$ cat config.mk
export PLATFORM = sky130hd
export DESIGN_NAME = sobel_avst_source
export DESIGN_NICKNAME = d
export VERILOG_FILES = /design/src/rtl/sobel_avst_source_pkg.sv /design/src/rtl/sobel_avst_source_sync_fifo2.sv /design/src/rtl/sobel_avst_source.sv
export SDC_FILE = /design/constraint.sdc
export NUM_CORES = 1
export LEC_CHECK = 0
export BUFFER_PORTS_ARGS = -buffer_cell sky130_fd_sc_hd__buf_2
export CAP_MARGIN = 25
export CORE_ASPECT_RATIO = 1.75
export CORE_UTILIZATION = 57
export CTS_CLUSTER_SIZE = 24
export DETAILED_ROUTE_END_ITERATION = 6
export MAX_ROUTING_LAYER = met4
export PLACE_DENSITY = 0.89
export SYNTH_ARGS = -nofsm -noshare
export SYNTH_HDL_FRONTEND = slang
export SYNTH_SLANG_ARGS = --single-unit
export TNS_END_PERCENT = 1
$ cat constraint.sdc
create_clock -name clk_i -period 3.5 [get_ports clk_i]
set_input_delay 0.175 -clock clk_i [delete_from_list [all_inputs] [get_ports clk_i]]
set_output_delay 0.175 -clock clk_i [all_outputs]
set_load 0.03 [all_outputs]
$ cat src/rtl/sobel_avst_source_pkg.sv
// ----------------------------------------------------------------------------
// sobel_avst_source_pkg
// Shared types for the Sobel edge-image Avalon-ST source:
//   - streamState_t : frame transfer state (IDLE / STREAM / DONE)
//   - beatFlags_t   : packet framing bits that travel with every pixel beat
//   - counterWidth  : width of a counter that must hold 0..pixelCount
// The data field of a FIFO entry depends on the DATA_WIDTH parameter of the
// instantiating block, so the full entry struct is assembled there from
// beatFlags_t plus the pixel field.
// ----------------------------------------------------------------------------
package sobel_avst_source_pkg;

    typedef enum logic [1:0] {
        IDLE   = 2'd0,
        STREAM = 2'd1,
        DONE   = 2'd2
    } streamState_t;

    typedef struct packed {
        logic sop;
        logic eop;
    } beatFlags_t;

    localparam int FLAG_WIDTH = $bits(beatFlags_t);

    // A counter that must reach pixelCount itself (one past the last index)
    // needs clog2(pixelCount + 1) bits; never return a zero-width counter.
    function automatic int counterWidth(input int pixelCount);
        int width;
        width = $clog2(pixelCount + 1);
        if (width < 1) begin
            width = 1;
        end
        return width;
    endfunction

endpackage

$ cat src/rtl/sobel_avst_source_sync_fifo2.sv
// ----------------------------------------------------------------------------
// sync_fifo2
// Two-entry synchronous FIFO with same-cycle push and pop.
// Ports:
//   clk_i   in          : clock, rising edge
//   rst_i   in          : synchronous active-high reset, empties the FIFO
//   push    in          : write wrData (accepted when not full, or when a
//                         pop in the same cycle frees a slot)
//   pop     in          : drop the head entry (ignored when empty)
//   wrData  in  [WIDTH] : entry to write
//   rdData  out [WIDTH] : head entry, valid while empty is low
//   full    out         : both slots occupied
//   empty   out         : no entries stored
// ----------------------------------------------------------------------------
module sync_fifo2 #(
    parameter int WIDTH = 8
) (
    input  logic             clk_i,
    input  logic             rst_i,
    input  logic             push,
    input  logic             pop,
    input  logic [WIDTH-1:0] wrData,
    output logic [WIDTH-1:0] rdData,
    output logic             full,
    output logic             empty
);

    logic [WIDTH-1:0] mem [2];
    logic             wrPtr;
    logic             rdPtr;
    logic [1:0]       count;
    logic             doPush;
    logic             doPop;

    // A pop is only real when something is stored; a push into a full FIFO
    // is only legal when that same-cycle pop frees the head slot.
    assign doPop  = pop & ~empty;
    assign doPush = push & (~full | doPop);

    assign full   = (count == 2'd2);
    assign empty  = (count == 2'd0);
    assign rdData = mem[rdPtr];

    // Storage, pointers and occupancy. Storage is cleared on reset so the
    // head output reads as zero straight out of reset.
    always_ff @(posedge clk_i) begin
        if (rst_i) begin
            mem[0] <= '0;
            mem[1] <= '0;
            wrPtr  <= 1'b0;
            rdPtr  <= 1'b0;
            count  <= 2'd0;
        end else begin
            if (doPush) begin
                mem[wrPtr] <= wrData;
                wrPtr      <= ~wrPtr;
            end
            if (doPop) begin
                rdPtr <= ~rdPtr;
            end
            case ({doPush, doPop})
                2'b10:   count <= count + 2'd1;
                2'b01:   count <= count - 2'd1;
                default: count <= count;
            endcase
        end
    end

endmodule

$ cat src/rtl/sobel_avst_source.sv
// ----------------------------------------------------------------------------
// sobel_avst_source
// Streams the finished Sobel gradient image out as one Avalon-ST packet.
// After start_i the block reads the datapath one pixel per cycle in raster
// order, buffers pixels in a 2-entry FIFO and presents them with SOP on the
// first pixel and EOP on the last.
// Ports:
//   clk_i        in               : clock, rising edge
//   rst_i        in               : synchronous active-high reset
//   start_i      in               : pulse, gradient image complete
//   Pixel_i      in  [DATA_WIDTH] : datapath pixel at current read index
//   pixelInc_o   out              : advance datapath read index (pixel taken)
//   busy_o       out              : frame transfer in progress
//   frameDone_o  out              : pulse one cycle after EOP is accepted
//   avst_data_o  out [DATA_WIDTH] : stream data
//   avst_valid_o out              : stream valid
//   avst_ready_i in               : sink ready, ready latency 0
//   avst_sop_o   out              : start of packet
//   avst_eop_o   out              : end of packet
// ----------------------------------------------------------------------------
module sobel_avst_source
    import sobel_avst_source_pkg::*;
#(
    parameter int OUT_X_SIZE = 98,
    parameter int OUT_Y_SIZE = 98,
    parameter int DATA_WIDTH = 8
) (
    input  logic                  clk_i,
    input  logic                  rst_i,
    input  logic                  start_i,
    input  logic [DATA_WIDTH-1:0] Pixel_i,
    output logic                  pixelInc_o,
    output logic                  busy_o,
    output logic                  frameDone_o,
    output logic [DATA_WIDTH-1:0] avst_data_o,
    output logic                  avst_valid_o,
    input  logic                  avst_ready_i,
    output logic                  avst_sop_o,
    output logic                  avst_eop_o
);

    localparam int PIXEL_COUNT = OUT_X_SIZE * OUT_Y_SIZE;
    localparam int CNT_WIDTH   = counterWidth(PIXEL_COUNT);

    localparam logic [CNT_WIDTH-1:0] LAST_INDEX = CNT_WIDTH'(PIXEL_COUNT - 1);
    localparam logic [CNT_WIDTH-1:0] FRAME_END  = CNT_WIDTH'(PIXEL_COUNT);
    localparam logic [CNT_WIDTH-1:0] CNT_ONE    = CNT_WIDTH'(1);

    typedef struct packed {
        logic [DATA_WIDTH-1:0] data;
        beatFlags_t            flags;
    } fifoEntry_t;

    streamState_t         state;
    logic [CNT_WIDTH-1:0] fetchCount;
    logic [CNT_WIDTH-1:0] sendCount;

    fifoEntry_t pushEntry;
    fifoEntry_t headEntry;
    logic       fifoFull;
    logic       fifoEmpty;
    logic       popFire;
    logic       fetchFire;

    // A beat leaves whenever the head is valid and the sink is ready.
    assign popFire = ~fifoEmpty & avst_ready_i;

    // Fetch while pixels remain and a slot is free; a pop this cycle counts
    // as a free slot so a full FIFO keeps streaming without a bubble.
    assign fetchFire = (state == STREAM) &&
                       (fetchCount < FRAME_END) &&
                       (~fifoFull || popFire);

    assign pixelInc_o = fetchFire;

    // Framing is decided at fetch time from the fetch index, so SOP and EOP
    // each land on exactly one beat (both on the same beat for a 1x1 image).
    always_comb begin
        pushEntry           = '0;
        pushEntry.data      = Pixel_i;
        pushEntry.flags.sop = (fetchCount == '0);
        pushEntry.flags.eop = (fetchCount == LAST_INDEX);
    end

    sync_fifo2 #(
        .WIDTH($bits(fifoEntry_t))
    ) beatFifo (
        .clk_i  (clk_i),
        .rst_i  (rst_i),
        .push   (fetchFire),
        .pop    (popFire),
        .wrData (pushEntry),
        .rdData (headEntry),
        .full   (fifoFull),
        .empty  (fifoEmpty)
    );

    // Stream outputs come straight from the FIFO head. The framing bits are
    // qualified with valid because a drained FIFO still holds stale entries.
    assign avst_valid_o = ~fifoEmpty;
    assign avst_data_o  = headEntry.data;
    assign avst_sop_o   = ~fifoEmpty & headEntry.flags.sop;
    assign avst_eop_o   = ~fifoEmpty & headEntry.flags.eop;

    // Frame control: counters plus registered busy/frameDone. A frame ends
    // when the EOP beat is accepted; start_i outside IDLE is ignored.
    always_ff @(posedge clk_i) begin
        if (rst_i) begin
            state       <= IDLE;
            fetchCount  <= '0;
            sendCount   <= '0;
            busy_o      <= 1'b0;
            frameDone_o <= 1'b0;
        end else begin
            case (state)
                IDLE: begin
                    frameDone_o <= 1'b0;
                    if (start_i) begin
                        fetchCount <= '0;
                        sendCount  <= '0;
                        busy_o     <= 1'b1;
                        state      <= STREAM;
                    end
                end
                STREAM: begin
                    if (fetchFire) begin
                        fetchCount <= fetchCount + CNT_ONE;
                    end
                    if (popFire && (sendCount != LAST_INDEX)) begin
                        sendCount <= sendCount + CNT_ONE;
                    end
                    if (popFire && headEntry.flags.eop) begin
                        busy_o      <= 1'b0;
                        frameDone_o <= 1'b1;
                        state       <= DONE;
                    end
                end
                DONE: begin
                    frameDone_o <= 1'b0;
                    state       <= IDLE;
                end
                default: begin
                    busy_o      <= 1'b0;
                    frameDone_o <= 1'b0;
                    state       <= IDLE;
                end
            endcase
        end
    end

endmodule

After elaboration in Yosys (flattened, before gate mapping)
Memories as Yosys holds them, arrays and structs flattened. A register that Yosys moved wholly into a read port is not among the register bits.
Cells that the tools add are included.
- input bits: 12
- output and inout port bits: 14
- logic and storage cells: 67
- register bits after elaboration: 22
- memories: 1
- memory bits (writable): 20
- equal/unequal tests: 9
- mux-type cells: 20
- reductions and logical operators: 14
- $add $sub $neg: 3
- bitwise gates (word level): 12
- order comparisons: 1
- memory list (name ; depth ; bits a word ; rd ports ; clocked after Yosys merged registers in ; wr ports ; line ; source):
    beatFifo.mem ; 2 ; 10 ; 1 ; 1 ; 2 ; sobel_avst_source_sync_fifo2.sv:28 ; logic [WIDTH-1:0] mem [2];
- operator list (cell ; count):
    $mux 14 ; 2
    $pmux 14 s2 ; 1
    $add 14x1->14 const B ; 1
    $eq 14x14->1 const B ; 1
    $logic_not 14->1 ; 1
    $lt 14x14->1 const B ; 1
    $mux 1 ; 11
    $mux 10 ; 1
    $reduce_or 10->1 ; 1
    $pmux 2 s2 ; 2
    $eq 2x2->1 const B ; 3
    $not 1->1 ; 6
    $reduce_and 3->1 ; 2
    $and 1x1->1 ; 5
    $eq 2x1->1 const B ; 2
    $logic_not 2->1 ; 2
    $mux 2 ; 2
    $ne 2x1->1 const B ; 2
    $reduce_bool 2->1 ; 2
    $logic_and 1x1->1 ; 3
    $pmux 1 s3 ; 1
    $add 2x1->2 const B ; 1
    $ne 2x2->1 const B ; 1
    $reduce_and 2->1 ; 1
    4 further kinds ; 4

Logic depth before layout (Yosys ltp)
Gate-level depths: netlist (run 1).
- word-level depth: 11
- gate-level depth with buffers: 9
- gate-level depth less buffers: 8

Cells and area by module
A second synthesis (run 1) with hierarchy kept.
- cells, all modules: 228
- area, all modules: 2245.9 um^2
- modules (own cells, without submodules) (module ; cells each ; instances ; area each (um^2) ; seq. area each (um^2)):
    sobel_avst_source ; 138 ; 1 ; 1132.3 ; 360.3
    sync_fifo2 ; 90 ; 1 ; 1113.6 ; 700.7

Least setup slack after synthesis (run 1)
OpenSTA, ideal clock, no wires.
- path type: register to register
- start point: register fetchCount[2]
- end point: memory beatFifo.mem[0][0] (netlist name) (enable)
- path buffers: 0
- arrival: 2021 ps
- clock period less this slack: 2412 ps
- path slack: 1088 ps
- library setup time: 391 ps
- cell stages (with the launch flop): 6
- cell sequence: dfxtp_1 -> or4_4 -> nand4_2 -> and2_4 -> nand2_4 -> o21ai_0
- RTL lines (item ; line ; source):
    start, declared ; sobel_avst_source.sv:55 ; logic [CNT_WIDTH-1:0] fetchCount;
    start signal, assigned ; sobel_avst_source.sv:127 ; fetchCount <= fetchCount + CNT_ONE;
    end, declared ; sobel_avst_source_sync_fifo2.sv:28 ;

==> flow_metrics.tcl, run 1 <==
set metrics [dict create \
    drc_errors 0 \
    p_sw_mw 0.415 \
    num-fill-cells 273 \
    p_per_area_mw_per_mm2 539 \
    synth_edf_count 20 \
    report.final.slew_viol_count 0 \
    synth_top_area_frac 0.285 \
    die-area_mm2 0.00396 \
    fmax_mhz 445 \
    hold_buffers 0 \
    grt_pass1_wl_um 6240 \
    rows 28 \
    syn_area_per_cell_um2 9.99 \
    clk_latency_ns 0.30 \
    multi_input_area_um2 947 \
    cap_viol_max_count 0 \
    grt_pass1_vias 1516 \
    regArea_mm2 0.00106 \
    ys_warn_count 0 \
    ys_ff_latch 43 \
    hold_path.class "in -> reg" \
    critPathKind "reg -> reg" \
    drive_gt1_frac 0.214 \
    die_h_um 82.5 \
    worstHoldStart "Pixel_i[7]" \
    core_mm2 0.00347 \
    start_util 0.608 \
    syn_to_final_growth_pct 10.3 \
    cts-root-buf "clkbuf_8" \
    pwr-share-seq 0.496 \
    synthArstFlopShare 0 \
    setup_viol 0 \
    ys_dominant_reg_cell "dfxtp_1" \
    antenna_left 0 \
    drt-pass1-iter-count 4 \
    status "complete, no violations" \
    ir_drop_mv 0.428 \
    dp_hpwl_um 2960 \
    gp_congestion 0.946 \
    finalHoldViolations 0 \
    arrival_ns 2.20 \
    vias 1634 \
    io_pins 26 \
    crit_start "state[0]" \
    internal-power_mw 0.838 \
    antenna_found_initial 0 \
    period_share 0.643 \
    via_per_inst 5.86 \
    sw_frac_of_total 0.331 \
    p_clk_frac 0.243 \
    required_ns 3.45 \
    diodes 0 \
    fin_crit_ns 2.25 \
    htree_levels 2 \
    post-cts-setup-buffers 0 \
    endpoint_kind "register" \
    p_comb_frac 0.260 \
    max-slew-margin-rel 0.348 \
    grt_max_degree 15 \
    syn_nets 226 \
    synth.yosys.seq_area_share 0.503 \
    synth_top_area_cell "edfxtp_1" \
    cp_max_fo 10 \
    drt_first_iter_violations 67 \
    wl_per_cell_um 14.4 \
    leakagePower_nw 0.933 \
    grt-ovfl-total 0 \
    r2r-start "state[0]" \
    clk_path_buf_depth 2 \
    synth_area_leaders "edfxtp_1 (28%), dfxtp_1 (22%), mux2_2 (4.3%)" \
    clock-sinks 43 \
    fp.dieW_um 48.0 \
    cts_tree "done" \
    clk_pin_slew_ns 0.08 \
    holdWs_ns 0.169 \
    grtUsageTotal 0.232 \
    max_slew.worst_pin.slew_ns 0.973 \
    wirelength_um 4010 \
    rsz0062_at_grt "no" \
    cts_buffers 5 \
    start_kind "register" \
    skew_ns 0.00860 \
    synth_cell_types 46 \
    tns_ns 0 \
    netlist_area_mm2 0.00211 \
    synth_cells 211 \
    layout.nets 248 \
    cts_resized 0 \
    portBuffers 25 \
]
## worst paths after layout
kind	end	slack, ns	depth (start not counted)
min reg2reg	frameDone_o	0.45	2
max	beatFifo.mem[1][0]	1.25	5
max reg2reg	beatFifo.mem[1][0]	1.25	5
min	beatFifo.mem[0][9]	0.17	2
## cells in the mapped netlist, types with 2 or more instances
cell type,instances
o31ai_1,8
mux2i_1,3
o21ai_1,4
and2_1,9
a31oi_1,4
xnor2_1,2
dfxtp_1,23
and4_1,3
edfxtp_1,20
nand3_1,7
mux2_2,8
nor3_1,4
inv_1,9
o21ai_0,13
or3_1,2
clkbuf_1,5
a41oi_1,2
and3_1,12
xor2_1,2
nand4_1,5
ha_1,3
buf_2,4
nand2_1,10
a21oi_1,6
nor2_1,22
## sequential cells by signal (all words and copies together) (netlist names), named ones only
name	flops
beatFifo.mem	20
beatFifo.wrPtr	1
beatFifo.rdPtr	1
state	2
frameDone_o	1
busy_o	1
beatFifo.count	2
fetchCount	14
## per-layer routing
metal,GRT usage,wire length [um],vias to the layer above
met5,-,0,-
met4,0.133,131,0
met3,0.0522,148,11
met2,0.403,2170,37
met1,0.221,1560,776
li1,-,-,810
## through the flow
step | worst slack (ns) | cell area (um^2) | cells | utilization | total power, mW
after floorplan | 1.09 | 2110 | 211 | - | 0.882
after global placement | 1.36 | 2240 | 271 | 0.646 | 0.950
after detailed placement | 1.28 | 2240 | 271 | 0.646 | 0.961
after CTS | 1.26 | 2320 | 279 | 0.670 | 1.25
after global routing | 1.01 | 2320 | 279 | 0.670 | 1.32
final | 1.25 | 2320 | 279 | 0.670 | 1.25
## placed cells by master, fill, tap and decap left out, drive strengths merged, types with 8 or more instances in the layout
| cell type | Yosys | routed |
|---|---|---|
| and2 | 10 | 10 |
| edfxtp | 20 | 20 |
| buf | 6 | 26 |
| inv | 10 | 10 |
| and3 | 12 | 12 |
| nand2 | 11 | 11 |
| o31ai | 8 | 8 |
| nor2 | 22 | 22 |
| mux2 | 9 | 9 |
| o21ai | 17 | 17 |
| dfxtp | 23 | 23 |
| nand3 | 8 | 8 |
## power groups by stage
stage | combinational [mW] | clock (mW) | sequential [mW]
final | 0.326 | 0.305 | 0.622
after global routing | 0.363 | 0.323 | 0.632
after CTS | 0.327 | 0.304 | 0.624
after global placement | 0.320 | 0 | 0.630
after detailed placement | 0.325 | 0 | 0.635
after floorplan | 0.272 | 0 | 0.610
## final cells by class
type | instances | share of cell area
clock buffers | 6 | 0.0312
clock inverters | 2 | 0.00538
inverters | 10 | 0.0183
multi-input cells | 147 | 0.407
flip-flops and latches | 43 | 0.456
well taps | 45 | 0.0242
repair buffers | 26 | 0.0571
## worst max-delay path: stages (launching register included)
cell	delay, ns
dfxtp_1	0.34
nor2b_1	0.44
and4_1	0.32
and3_1	0.31
nand2_1	0.13
nand2_1	0.35
## cell families (layout without fill, tap and decap cells)
family / count (synthesis) / count (layout) / synth area share
fa+ha+maj: 3 / 3 / 0.0178
mux: 12 / 12 / 0.0623
xor+xnor: 4 / 4 / 0.0166
simple gates: 87 / 87 / 0.233
flops: 43 / 43 / 0.503
buf+inv: 21 / 44 / 0.0475
compound gates: 41 / 41 / 0.119
Power figures use the tool's default switching activity.
==> run 2, diff against run 1 <==
==> constraint.sdc (replaced) <==
create_clock -name clk_i -period 2.1 [get_ports clk_i]
set_input_delay 0.105 -clock clk_i [delete_from_list [all_inputs] [get_ports clk_i]]
set_output_delay 0.105 -clock clk_i [all_outputs]
set_load 0.03 [all_outputs]
==> flow_metrics.tcl, run 2 (same netlist as run 1, synthesis figures left out) <==
set metrics [dict create \
    wirelength_um 4560 \
    setup_viol 0 \
    io_pins 26 \
    antenna_left 0 \
    portBuffers 25 \
    clk_latency_ns 0.29 \
    largest_register "beatFifo.mem" \
    top_regs "beatFifo.mem x20, fetchCount x14" \
    dp_hpwl_um 3360 \
    rsz0062_at_grt "yes" \
    max-slew-margin-rel 0.621 \
    multi_input_area_um2 970 \
    rows 28 \
    cts_tree "done" \
    drive_gt1_frac 0.268 \
    via_per_inst 6.13 \
    instances_no_fill 291 \
    skew_ns 0.00775 \
    layout.nets 260 \
    grt_max_degree 15 \
    arrival_ns 2.26 \
    grt_pass1_wl_um 7040 \
    num-fill-cells 248 \
    ir_drop_mv 0.794 \
    report.final.slew_viol_count 0 \
    gp_congestion 0.968 \
    design_area_mm2 0.00249 \
    drt_first_iter_violations 54 \
    die-area_mm2 0.00396 \
    fin_crit_ns 2.04 \
    endpoint_kind "register" \
    vias 1785 \
    grtUsageTotal 0.263 \
    clk_pin_slew_ns 0.08 \
    fp.dieW_um 48.0 \
    design_power_total_mw 2.26 \
    cp_max_fo 5 \
    regArea_mm2 0.00106 \
    critPathKind "reg -> reg" \
    layout_commonest_cell "buf_2" \
    finalHoldViolations 0 \
    largest_reg_flops 20 \
    pre_cts_slack_ns -0.00539 \
    holdWs_ns 0.114 \
    p_per_area_mw_per_mm2 910 \
    start_util 0.608 \
    syn_to_final_growth_pct 17.9 \
    grt-ovfl-total 0 \
    hold_path.class "in -> reg" \
    fmax_mhz 491 \
    start_kind "register" \
    wl_per_cell_um 15.7 \
    placed_cell_area_mm2 0.00236 \
    max_slew.worst_pin.slew_ns 0.567 \
    period_share 0.969 \
    fin_ws_ns 0.0648 \
    grt_pass1_vias 1632 \
    drt-pass1-iter-count 4 \
    antenna_found_initial 0 \
    clock-sinks 43 \
    drc_errors 0 \
    cts-root-buf "clkbuf_8" \
    final_cell_mix "buf_2 (25), nor2_1 (22), dfxtp_1 (22)" \
    htree_levels 2 \
    cap_viol_max_count 0 \
    diodes 0 \
    die_h_um 82.5 \
    core_mm2 0.00347 \
    cts_buffers 5 \
    leakagePower_nw 1.02 \
    required_ns 2.32 \
    hold_buffers 0 \
    clk_path_buf_depth 2 \
    place_inst 283 \
    status "complete, no violations" \
]
run 2: stage by stage:
stage,setup TNS [ns],utilization
final,0,0.717
after global routing,-0.0165,0.717
after CTS,0,0.717
after detailed placement,-0.00539,0.680
after global placement,0,0.680
after floorplan,0,-
run 2: critical path, cell delays in order, from the launching register on:
cell,delay (ns)
dfxtp_2,0.34
or4_4,0.52
nand4_2,0.12
and2_4,0.17
nand2_4,0.06
ha_4,0.16
xnor2_1,0.12
or3_1,0.32
a21oi_1,0.16
run 2: worst paths after layout:
| path | from | to | slack, ns | cells after the start |
|---|---|---|---|---|
| setup / recovery | fetchCount[3] | beatFifo.count[1] | 0.06 | 8 |
| hold reg to reg | frameDone_o | frameDone_o | 0.45 | 2 |
| hold / removal | Pixel_i[4] | beatFifo.mem[0][6] | 0.11 | 2 |
| setup reg to reg | fetchCount[3] | beatFifo.count[1] | 0.06 | 8 |
run 2: report_power, final:
| group | leakage [nW] | total, mW | switching (mW) | internal [mW] |
|---|---|---|---|---|
| clock | 0.0556 | 0.614 | 0.266 | 0.348 |
| combinational | 0.568 | 0.638 | 0.392 | 0.246 |
| sequential | 0.397 | 1.01 | 0.0533 | 0.958 |
run 2: repair_timing:
action | CTS | global route
setup buffers | 0 | 0
setup endpoints to repair | 6 | 1
resized for setup | 3 | 0
run 2: layout make-up:
type | instances | share of cell area
tap | 45 | 0.0226
inverter | 10 | 0.0171
multi-input combinational | 147 | 0.390
clock buffer | 5 | 0.0277
sequential | 43 | 0.427
timing repair buffer | 38 | 0.0996
clock inverter | 3 | 0.0156
run 2: per-layer routing:
layer	vias to the layer above	global-route usage	part of all wire
met5	-	-	0
li1	837	-	-
met4	0	0.161	0.041
met1	860	0.241	0.34
met3	21	0.0522	0.043
met2	67	0.464	0.57
==> run 3, diff against run 2 <==
--- a/config.mk
+++ b/config.mk
@@ -5,10 +5,11 @@
 export SDC_FILE = /design/constraint.sdc
 export NUM_CORES = 1
 export LEC_CHECK = 0
+export ABC_AREA = 1
 export BUFFER_PORTS_ARGS = -buffer_cell sky130_fd_sc_hd__buf_2
 export CAP_MARGIN = 25
 export CORE_ASPECT_RATIO = 1.75
-export CORE_UTILIZATION = 57
+export CORE_UTILIZATION = 58
 export CTS_CLUSTER_SIZE = 24
 export DETAILED_ROUTE_END_ITERATION = 6
 export MAX_ROUTING_LAYER = met4
==> flow_metrics.tcl, run 3 <==
set metrics [dict create \
    grt_pass1_wl_um 7950 \
    largest_register "beatFifo.mem" \
    dp_hpwl_um 3680 \
    fp.dieW_um 49.5 \
    grt_pass1_vias 1904 \
    multi_input_area_mm2 0.00102 \
    htree_levels 2 \
    synth_top_area_cell "edfxtp_1" \
    io_pins 26 \
    start_util 0.618 \
    status "complete, no violations" \
    ys_dominant_reg_cell "dfxtp_1" \
    core_mm2 0.00370 \
    clk_pin_slew_ns 0.08 \
    syn_to_final_growth_pct 10.1 \
    critPathMaxStageDelay_ns 0.37 \
    setup_viol 0 \
    portBuffers 25 \
    leakagePower_nw 1.07 \
    drc_errors 0 \
    clock-sinks 43 \
    synth_most_common_cell "nand2_1" \
    netlist_area_mm2 0.00229 \
    diodes 0 \
    ir_drop_mv 0.474 \
    synth.yosys.seq_area_share 0.464 \
    ys_warn_count 0 \
    cp_max_fo 14 \
    required_ns 2.30 \
    max_slew.worst_pin.slew_ns 0.501 \
    synth_cells 300 \
    grt_max_degree 15 \
    fmax_mhz 533 \
    tns_ns 0 \
    critPathKind "reg -> reg" \
    ys_ff_latch 43 \
    arrival_ns 2.07 \
    num-fill-cells 306 \
    antenna_found_initial 0 \
    path_cells "inv_1 > nand2_2 > nand2_1 > nand2_1 > nor2_2 > nand3_4 > ha_1 > nor2_1 > a21oi_1 > nor3_1" \
    drt_first_iter_violations 82 \
    endpoint_kind "register" \
    report.final.slew_viol_count 0 \
    die-area_mm2 0.00421 \
    top_regs "beatFifo.mem x20, fetchCount x14" \
    layout.nets 342 \
    crit_top_cell "nand2_1" \
    skew_ns 0.00793 \
    syn_nets 315 \
    synth_edf_count 20 \
    largest_reg_flops 20 \
    synth_cell_types 29 \
    cts_tree "done" \
    finalHoldViolations 0 \
    slowest_stage "ha_1" \
    gp_congestion 0.968 \
    wirelength_um 4840 \
    vias 2004 \
    design_power_total_mw 1.92 \
    antenna_left 0 \
    post-cts-setup-buffers 0 \
    p_per_area_mw_per_mm2 762 \
    layout_commonest_cell "nand2_1" \
    clk_path_buf_depth 2 \
    die_h_um 85.1 \
    hold_path.class "in -> reg" \
    synth_common_cells "nand2_1 (76), nor2_1 (48), inv_1 (31)" \
    final_cell_mix "nand2_1 (76), nor2_1 (48), inv_1 (31)" \
    regArea_mm2 0.00106 \
    grt-ovfl-total 0 \
    synthArstFlopShare 0 \
    cts_resized 0 \
    via_per_inst 5.36 \
    syn_area_per_cell_um2 7.62 \
    rsz0062_at_grt "no" \
    cap_viol_max_count 0 \
    synth_top_area_frac 0.263 \
    rows 29 \
    synth_area_leaders "edfxtp_1 (26%), dfxtp_1 (20%), nand2_1 (12%)" \
    drt-pass1-iter-count 4 \
    grtUsageTotal 0.256 \
    hold_buffers 0 \
    wl_per_cell_um 12.9 \
    clk_latency_ns 0.29 \
    fin_crit_ns 1.87 \
    max-slew-margin-rel 0.665 \
    start_kind "register" \
    period_share 0.893 \
    drive_gt1_frac 0.207 \
    cts-root-buf "clkbuf_8" \
    cts_buffers 5 \
]
## run 3: cell types whose count changed in the layout (fill, tap and decap cells not counted), sizes merged, moves of 10 or more
| cell | delta |
|---|---|
| and2 | -10 |
| nand2 | +70 |
| nand3 | +14 |
| nor2 | +39 |
| and3 | -11 |
| inv | +26 |
| a21oi | +17 |
## run 3: cell type report
class	instances	share of cell area
Multi-Input combinational cell	212	0.407
Clock buffer	6	0.0288
Sequential cell	43	0.421
Inverter	36	0.0537
Tap cell	46	0.0229
Timing Repair Buffer	29	0.0616
Clock inverter	2	0.00497
## run 3: worst max-delay path, delay by kind of cell, from the launching register on
kind | cells | cell delay [ns]
buffers and inverters | 1 | 0.10
AO/OA/AOI/OAI | 1 | 0.08
flip-flops | 1 | 0.35
adder cells (fa/ha/maj) | 1 | 0.37
AND/OR/NAND/NOR | 7 | 0.88
## run 3: per-layer routing
metal  share of wire  GRT usage  up-vias  routed length (um)
li1                -          -     1010                   -
met1            0.32      0.224      886                1570
met2            0.56      0.478       83                2730
met3           0.050     0.0341       25                 240
met4           0.062      0.190        0                 302
met5               0          -        -                   0
## run 3: stage by stage
| stage | worst slack (ns) | hold WS (ns) | cells | instance area (um^2) | utilization |
|---|---|---|---|---|---|
| finish | 0.225 | 0.138 | 374 | 2520 | 0.680 |
| global route | 0.0734 | 0.145 | 374 | 2520 | 0.680 |
| CTS | 0.208 | 0.135 | 374 | 2520 | 0.680 |
| detailed placement | 0.263 | 0.427 | 366 | 2430 | 0.657 |
| global placement | 0.336 | 0.419 | 366 | 2430 | 0.657 |
| floorplan | 0.305 | 0.325 | 300 | 2290 | - |
## run 3: kinds of logic (layout without fill, tap and decap cells)
family	Yosys count	after routing	synth area share
AOI/OAI and AO/OA	32	32	0.0793
and+or+nand+nor	177	177	0.352
DFF	43	43	0.464
buffers and inverters	45	73	0.0886
adders and majority gates	3	3	0.0164
## run 3: where the power goes
group | switching [mW] | internal (mW)
registers | 0.0526 | 0.940
logic | 0.306 | 0.120
clock network | 0.268 | 0.232
## run 3: final timing paths
path / slack, ns / cells after the start / endpoint / from
hold / removal: 0.14 / 3 / beatFifo.mem[0][2] / Pixel_i[0]
setup / recovery: 0.23 / 10 / beatFifo.count[1] / fetchCount[12]
hold reg to reg: 0.45 / 2 / frameDone_o / frameDone_o
setup reg to reg: 0.23 / 10 / beatFifo.count[1] / fetchCount[12]
